--- src/rtl/thermo_pkg.sv ---
// Shared types and helpers for the thermostat controller.
// Temperatures and hysteresis are unsigned, in 0.5 C units.
package thermo_pkg;

  localparam int unsigned TEMP_W = 8;
  localparam int unsigned HYST_W = 4;

  typedef enum logic [1:0] {
    StIdle    = 2'd0,
    StHeating = 2'd1,
    StCooling = 2'd2,
    StLockout = 2'd3
  } thermo_state_e;

  // Lower band edge; a borrow out of the 9-bit difference means the result went negative.
  function automatic logic [TEMP_W-1:0] band_lo(input logic [TEMP_W-1:0] sp,
                                                input logic [HYST_W-1:0] hy);
    logic [TEMP_W:0] diff;
    diff = {1'b0, sp} - {{(TEMP_W - HYST_W + 1){1'b0}}, hy};
    return diff[TEMP_W] ? '0 : diff[TEMP_W-1:0];
  endfunction

  function automatic logic [TEMP_W-1:0] band_hi(input logic [TEMP_W-1:0] sp,
                                                input logic [HYST_W-1:0] hy);
    logic [TEMP_W:0] sum;
    sum = {1'b0, sp} + {{(TEMP_W - HYST_W + 1){1'b0}}, hy};
    return sum[TEMP_W] ? '1 : sum[TEMP_W-1:0];
  endfunction

endpackage

--- src/rtl/tick_gen.sv ---
// Rising-edge detector turning the divided slow_clk level into a one-cycle tick
// in the main_clk domain.
module tick_gen (
  input  logic main_clk_i,
  input  logic reset_i,
  input  logic slow_clk_i,
  output logic tick_o
);

  logic slow_clk_q;

  // The divider output resets high, so start high to avoid a spurious first tick.
  always_ff @(posedge main_clk_i) begin
    if (reset_i) begin
      slow_clk_q <= 1'b1;
    end else begin
      slow_clk_q <= slow_clk_i;
    end
  end

  assign tick_o = slow_clk_i & ~slow_clk_q;

endmodule

--- src/rtl/thermostat_ctrl.sv ---
// Thermostat controller: hysteresis heat/cool FSM with minimum run/rest times and
// stale-sensor lockout. Define THERMO_COOL_EN to enable the cooling path.
module thermostat_ctrl
  import thermo_pkg::*;
#(
  parameter int unsigned MIN_TICKS   = 200,
  parameter int unsigned STALE_TICKS = 1000
) (
  input  logic              main_clk,
  input  logic              reset,
  input  logic              slow_clk,
  input  logic              temp_valid,
  input  logic [TEMP_W-1:0] temp_in,
  input  logic [TEMP_W-1:0] setpoint,
  input  logic [HYST_W-1:0] hyst,
  output logic              heat_on,
  output logic              cool_on,
  output logic [1:0]        state,
  output logic              fault
);

  localparam int unsigned RunW   = $clog2(MIN_TICKS + 1);
  localparam int unsigned StaleW = $clog2(STALE_TICKS + 1);

  logic                tick;
  logic [TEMP_W-1:0]   temp_q;
  thermo_state_e       state_q, state_d;
  logic [RunW-1:0]     run_cnt_q, run_cnt_d;
  logic [StaleW-1:0]   stale_cnt_q, stale_cnt_d;
  logic                fault_q, fault_d;
  logic                heat_q, heat_d;
  logic                cool_q, cool_d;
  logic [TEMP_W-1:0]   lo;
  logic                run_done;
  logic                stale_hit;
`ifdef THERMO_COOL_EN
  logic [TEMP_W-1:0]   hi;
`endif

  tick_gen u_tick_gen (
    .main_clk_i (main_clk),
    .reset_i    (reset),
    .slow_clk_i (slow_clk),
    .tick_o     (tick)
  );

  assign lo = band_lo(setpoint, hyst);
`ifdef THERMO_COOL_EN
  assign hi = band_hi(setpoint, hyst);
`endif

  assign run_done  = (run_cnt_q >= RunW'(MIN_TICKS));
  // A temp_valid in the expiry cycle restarts the count instead of faulting.
  assign stale_hit = tick && !temp_valid && (stale_cnt_q == StaleW'(STALE_TICKS - 1));

  // State register and datapath registers.
  always_ff @(posedge main_clk) begin
    if (reset) begin
      state_q     <= StIdle;
      temp_q      <= '0;
      run_cnt_q   <= '0;
      stale_cnt_q <= '0;
      fault_q     <= 1'b0;
      heat_q      <= 1'b0;
      cool_q      <= 1'b0;
    end else begin
      state_q     <= state_d;
      run_cnt_q   <= run_cnt_d;
      stale_cnt_q <= stale_cnt_d;
      fault_q     <= fault_d;
      heat_q      <= heat_d;
      cool_q      <= cool_d;
      if (temp_valid) begin
        temp_q <= temp_in;
      end
    end
  end

  // Next-state logic.
  always_comb begin
    state_d = state_q;
    case (state_q)
      StIdle: begin
        if (temp_q < lo) begin
          state_d = StHeating;
        end
`ifdef THERMO_COOL_EN
        else if (temp_q > hi) begin
          state_d = StCooling;
        end
`endif
      end
      StHeating: begin
        if ((temp_q >= setpoint) && run_done) begin
          state_d = StLockout;
        end
      end
      StCooling: begin
        if ((temp_q <= setpoint) && run_done) begin
          state_d = StLockout;
        end
      end
      StLockout: begin
        if (run_done && !fault_q) begin
          state_d = StIdle;
        end
      end
      default: state_d = StIdle;
    endcase
    if (stale_hit) begin
      state_d = StLockout;
    end
  end

  // Counters and fault flag.
  always_comb begin
    run_cnt_d = run_cnt_q;
    if (state_d != state_q) begin
      run_cnt_d = '0;
    end else if (tick && !run_done) begin
      run_cnt_d = run_cnt_q + RunW'(1);
    end

    stale_cnt_d = stale_cnt_q;
    if (temp_valid) begin
      stale_cnt_d = '0;
    end else if (tick && (stale_cnt_q != StaleW'(STALE_TICKS))) begin
      stale_cnt_d = stale_cnt_q + StaleW'(1);
    end

    fault_d = fault_q;
    if (temp_valid) begin
      fault_d = 1'b0;
    end else if (stale_hit) begin
      fault_d = 1'b1;
    end
  end

  // Output decode, registered alongside the state.
  always_comb begin
    heat_d = (state_d == StHeating);
`ifdef THERMO_COOL_EN
    cool_d = (state_d == StCooling);
`else
    cool_d = 1'b0;
`endif
  end

  assign heat_on = heat_q;
  assign cool_on = cool_q;
  assign state   = state_q;
  assign fault   = fault_q;

endmodule

--- config.mk ---
export PLATFORM = sky130hd
export DESIGN_NAME = thermostat_ctrl
export DESIGN_NICKNAME = d
export VERILOG_FILES = /design/src/rtl/thermo_pkg.sv /design/src/rtl/tick_gen.sv /design/src/rtl/thermostat_ctrl.sv
export SDC_FILE = /design/constraint.sdc
export NUM_CORES = 1
export LEC_CHECK = 0
export CAP_MARGIN = 20
export CORE_AREA = 3 3 54 80
export CTS_BUF_LIST = sky130_fd_sc_hd__clkbuf_4 sky130_fd_sc_hd__clkbuf_8
export CTS_CLUSTER_DIAMETER = 120
export CTS_CLUSTER_SIZE = 40
export DETAILED_ROUTE_END_ITERATION = 8
export DIE_AREA = 0 0 57 83
export PLACE_DENSITY = 0.8
export SETUP_SLACK_MARGIN = 0.02
export SLEW_MARGIN = 10
export SYNTH_ARGS = -nofsm -noshare
export SYNTH_HDL_FRONTEND = slang
export SYNTH_SLANG_ARGS = --single-unit
--- constraint.sdc ---
create_clock -name main_clk -period 3.62 [get_ports main_clk]
set_input_delay 0.724 -clock main_clk [delete_from_list [all_inputs] [get_ports main_clk]]
set_output_delay 0.724 -clock main_clk [all_outputs]
set_load 0.05 [all_outputs]
==> results.md <==
* Status: finished clean
* # setup viols final at 0
* I/O pins at 29
* Synth Warn # at 0
* Post-layout nets at 333
* Final Hold Vio Count at 0
* M1 WL at 1870 um
* Initial DRC Count at 53
* Cells after Synth at 243
* WP data arrival at 3680 ps
* Setup TNS Final at 0 ps
* Site row count at 27
* Initial antenna violation count at 0
* #FFs+latches synth at 31
* Worst setup SP type: input port
* Core Area at 3720 um^2
* Slew Limit Fails at 0
* Reg clk slew, reported paths at 70 ps
* Drt total wl at 4320 um
* Worst path max stage delay at 410 ps
* Worst hold-check slack at 506 ps
* Clock Sink Count at 31
* CP top delay family: simple AND/OR/NAND/NOR gates
* Initial Util at 55.6%
* Port Buffers at 27
* CP max-delay cell: clkdlybuf4s50_1
* Drt wl/cell at 13.1 um
* Clock H-tree levels at 2
* Global router's overall resource usage at 18.8%
* Met3 wire length at 123 um
* Crit-path cells: clkdlybuf4s50_1 > ha_2 > fa_2 > nor2b_1 > o21a_1 > nor2_4 > nand2_2 > nand2_1 > ha_4 > nand3_1 > o21bai_1 > a31oi_1 > o31ai_2 > and4b_1 > buf_6 > nor3_1
* Hold Path Depth at 2
* R2R Path Start: temp_q[3]
* Worst Setup Slack post-DPL at -303 ps
* Area of the mapped netlist at 2070 um^2
* Syn avg cell area at 8.51 um^2
* Maxcap violations at 0
* Die ar. at 4730 um^2
* Sequential fraction of the synthesis area at 30.0%
* CTS Hold Buffers Added at 0
* Pwr Total at 0.849 mW
* Crit path buf inv count at 2
* Crit path kind: in -> reg
* Drt first pass iters at 4
* Die H at 83 um
* PwrDens at 320 nW/um^2
* Inst Count DP at 317
* Clock tree buffer depth at 2
* Cts bufs inserted at 5
* Fmax at 288 MHz
* Relative slew slack at 61.0%
* Area Growth Syn to Fin at 28.5%
* Worst vdd ir at 0.000284 V
* # DRC at 0
* Worst Tran Pin Value at 583 ps
* Post-route ant nets at 0
* Final Cycle Share at 95.9%
* R2R depth at 8
* Top sig layer: met4
* Vias in the first global route at 1762
* Worst Clk Skew at 6.31 ps
* Global-route wire length before repair at 7200 um
* Non-filler cells, final at 329
* HP Start: stale_cnt_q[1]
* Clk Latency, worst-skew pair at 290 ps
* Crit end category: register
* # fillers at 287
* Vias per cell at 5.55
* Min Clock Period, post-route at 3470 ps
* Inserted Diodes at 0
* Setup crit start: hyst[0]
* Final WS setup at 147 ps
* Via count at 1827
* GRT overflow at 0
* Post-DP HPWL at 3270 um
* CTS tree: done
* Post-synth cell types at 48
* Fraction of layout cells with a size suffix above 1 at 17.8%
* Root buf cell: clkbuf_8
* Met2 wire len at 2220 um
* Max FO, Critical Path at 8
* GP Congestion at 0.848
* Leak at 1.12 nW
* Worst path depth at 16
* HP Class: reg -> reg
* Largest net degree at the start of global routing at 16
* Req. time, crit path at 3820 ps
* Chip width at 57 um
* Syn_nets at 291
-- cells in the mapped netlist (all sizes together) --
| library cell | instances | area (um^2) |
|---|---|---|
| dfxtp | 31 | 621 |
| nor2 | 25 | 96.4 |
| ha | 23 | 288 |
| nand2 | 20 | 75.1 |
| inv | 18 | 67.6 |
| a21oi | 14 | 70.1 |
| nor3 | 11 | 55.1 |
| mux2i | 10 | 100 |
| xor2 | 9 | 78.8 |
| nand3 | 8 | 45.0 |
| o21ai | 7 | 35.0 |
| nand4 | 6 | 52.6 |
| nor2b | 6 | 37.5 |
| buf | 5 | 38.8 |
| or3 | 5 | 31.3 |
| xnor2 | 5 | 43.8 |
| and3 | 4 | 27.5 |
| a211oi | 3 | 22.5 |
| a31oi | 3 | 18.8 |
| o31ai | 3 | 22.5 |
| and4b | 2 | 20.0 |
| clkbuf | 2 | 7.51 |
| nand2b | 2 | 12.5 |
| nand3b | 2 | 15.0 |
| nor4 | 2 | 27.5 |
| o311a | 2 | 20.0 |
| or2 | 2 | 12.5 |
| a311o | 1 | 11.3 |
| and2 | 1 | 6.26 |
| and2b | 1 | 7.51 |
| conb | 1 | 3.75 |
| fa | 1 | 20.0 |
| nor3b | 1 | 7.51 |
| o2111ai | 1 | 8.76 |
| o211ai | 1 | 7.51 |
| o21a | 1 | 7.51 |
| o21bai | 1 | 7.51 |
| o22a | 1 | 17.5 |
| o311ai | 1 | 8.76 |
| or4 | 1 | 11.3 |
-- per-layer routing --
layer  up-vias  GRT usage [%]
met5         -              0
met2        30           31.9
met1       849           21.9
met4         0           7.81
met3        12           4.67
li1        936              -
-- worst reg2reg max path, delay by kind of cell (launching register included) --
family	cells	cell delay, ps
AO/OA/AOI/OAI	2	380
adder cells (fa/ha/maj)	1	330
buffers and inverters	1	140
flip-flops	1	360
AND/OR/NAND/NOR	4	750
-- cells in the final DEF, fill, tap and decap left out, types with 9 or more instances in the layout --
| master | instances |
|---|---|
| ha_1 | 20 |
| clkdlybuf4s50_1 | 26 |
| xor2_1 | 9 |
| a21oi_1 | 12 |
| dfxtp_1 | 31 |
| buf_4 | 14 |
| inv_1 | 17 |
| nor2_1 | 23 |
| mux2i_1 | 10 |
| nand2_1 | 19 |
-- cell families after synthesis --
| logic type | count (synthesis) | share of synthesized area, % |
|---|---|---|
| DFF | 31 | 30.0 |
| adders and majority gates | 24 | 14.9 |
| other | 1 | 0.181 |
| AOI/OAI and AO/OA | 39 | 12.5 |
| muxes | 10 | 4.84 |
| buffers and inverters | 25 | 5.51 |
| xor gates and xnor gates | 14 | 5.93 |
| and+or+nand+nor | 99 | 26.2 |
-- timing repair --
item                                    in CTS  in global routing
resized for setup                            1                 20
buffers inserted                             0                  4
pin swaps                                    1                 11
gates cloned                                 0                  0
endpoints found under the setup margin       8                 10
endpoints found under the hold margin        0                  0
-- path summary, 6_finish.rpt --
path,to,slack (ps)
worst max-delay path,run_cnt_q[6],150
worst min-delay path,stale_cnt_q[1],510
worst max register to register,run_cnt_q[6],1540
worst min register to register,stale_cnt_q[1],510
-- metrics by stage --
step / instance area, um^2 / util [%]
floorplan: 2070 / -
global placement: 2430 / 65.3
detailed placement: 2430 / 65.3
CTS: 2530 / 68.2
global route: 2660 / 71.4
finish: 2660 / 71.4
-- where the power goes --
group	total (mW)	switching, mW	internal, mW
Clock	0.304	0.131	0.173
Sequential	0.359	0.00896	0.350
Combinational	0.186	0.0912	0.0953
Total	0.849	0.232	0.618
-- registers in the layout, indices dropped and copies added, names as in the netlist --
| register | flops |
|---|---|
| run_cnt_q | 8 |
| heat_on | 1 |
| temp_q | 8 |
| u_tick_gen.slow_clk_q | 1 |
| fault | 1 |
| state | 2 |
| stale_cnt_q | 10 |
-- final cells by class --
| class | instances | area (um^2) | share of cell area, % |
|---|---|---|---|
| clock inverter | 1 | 7.51 | 0.283 |
| timing repair buffer | 42 | 389 | 14.7 |
| sequential | 31 | 621 | 23.4 |
| tap | 43 | 53.8 | 2.03 |
| inverter | 18 | 67.6 | 2.54 |
| clock buffer | 7 | 96.3 | 3.63 |
| multi-input combinational | 187 | 1420 | 53.5 |
(Power assumes the default switching activity.)
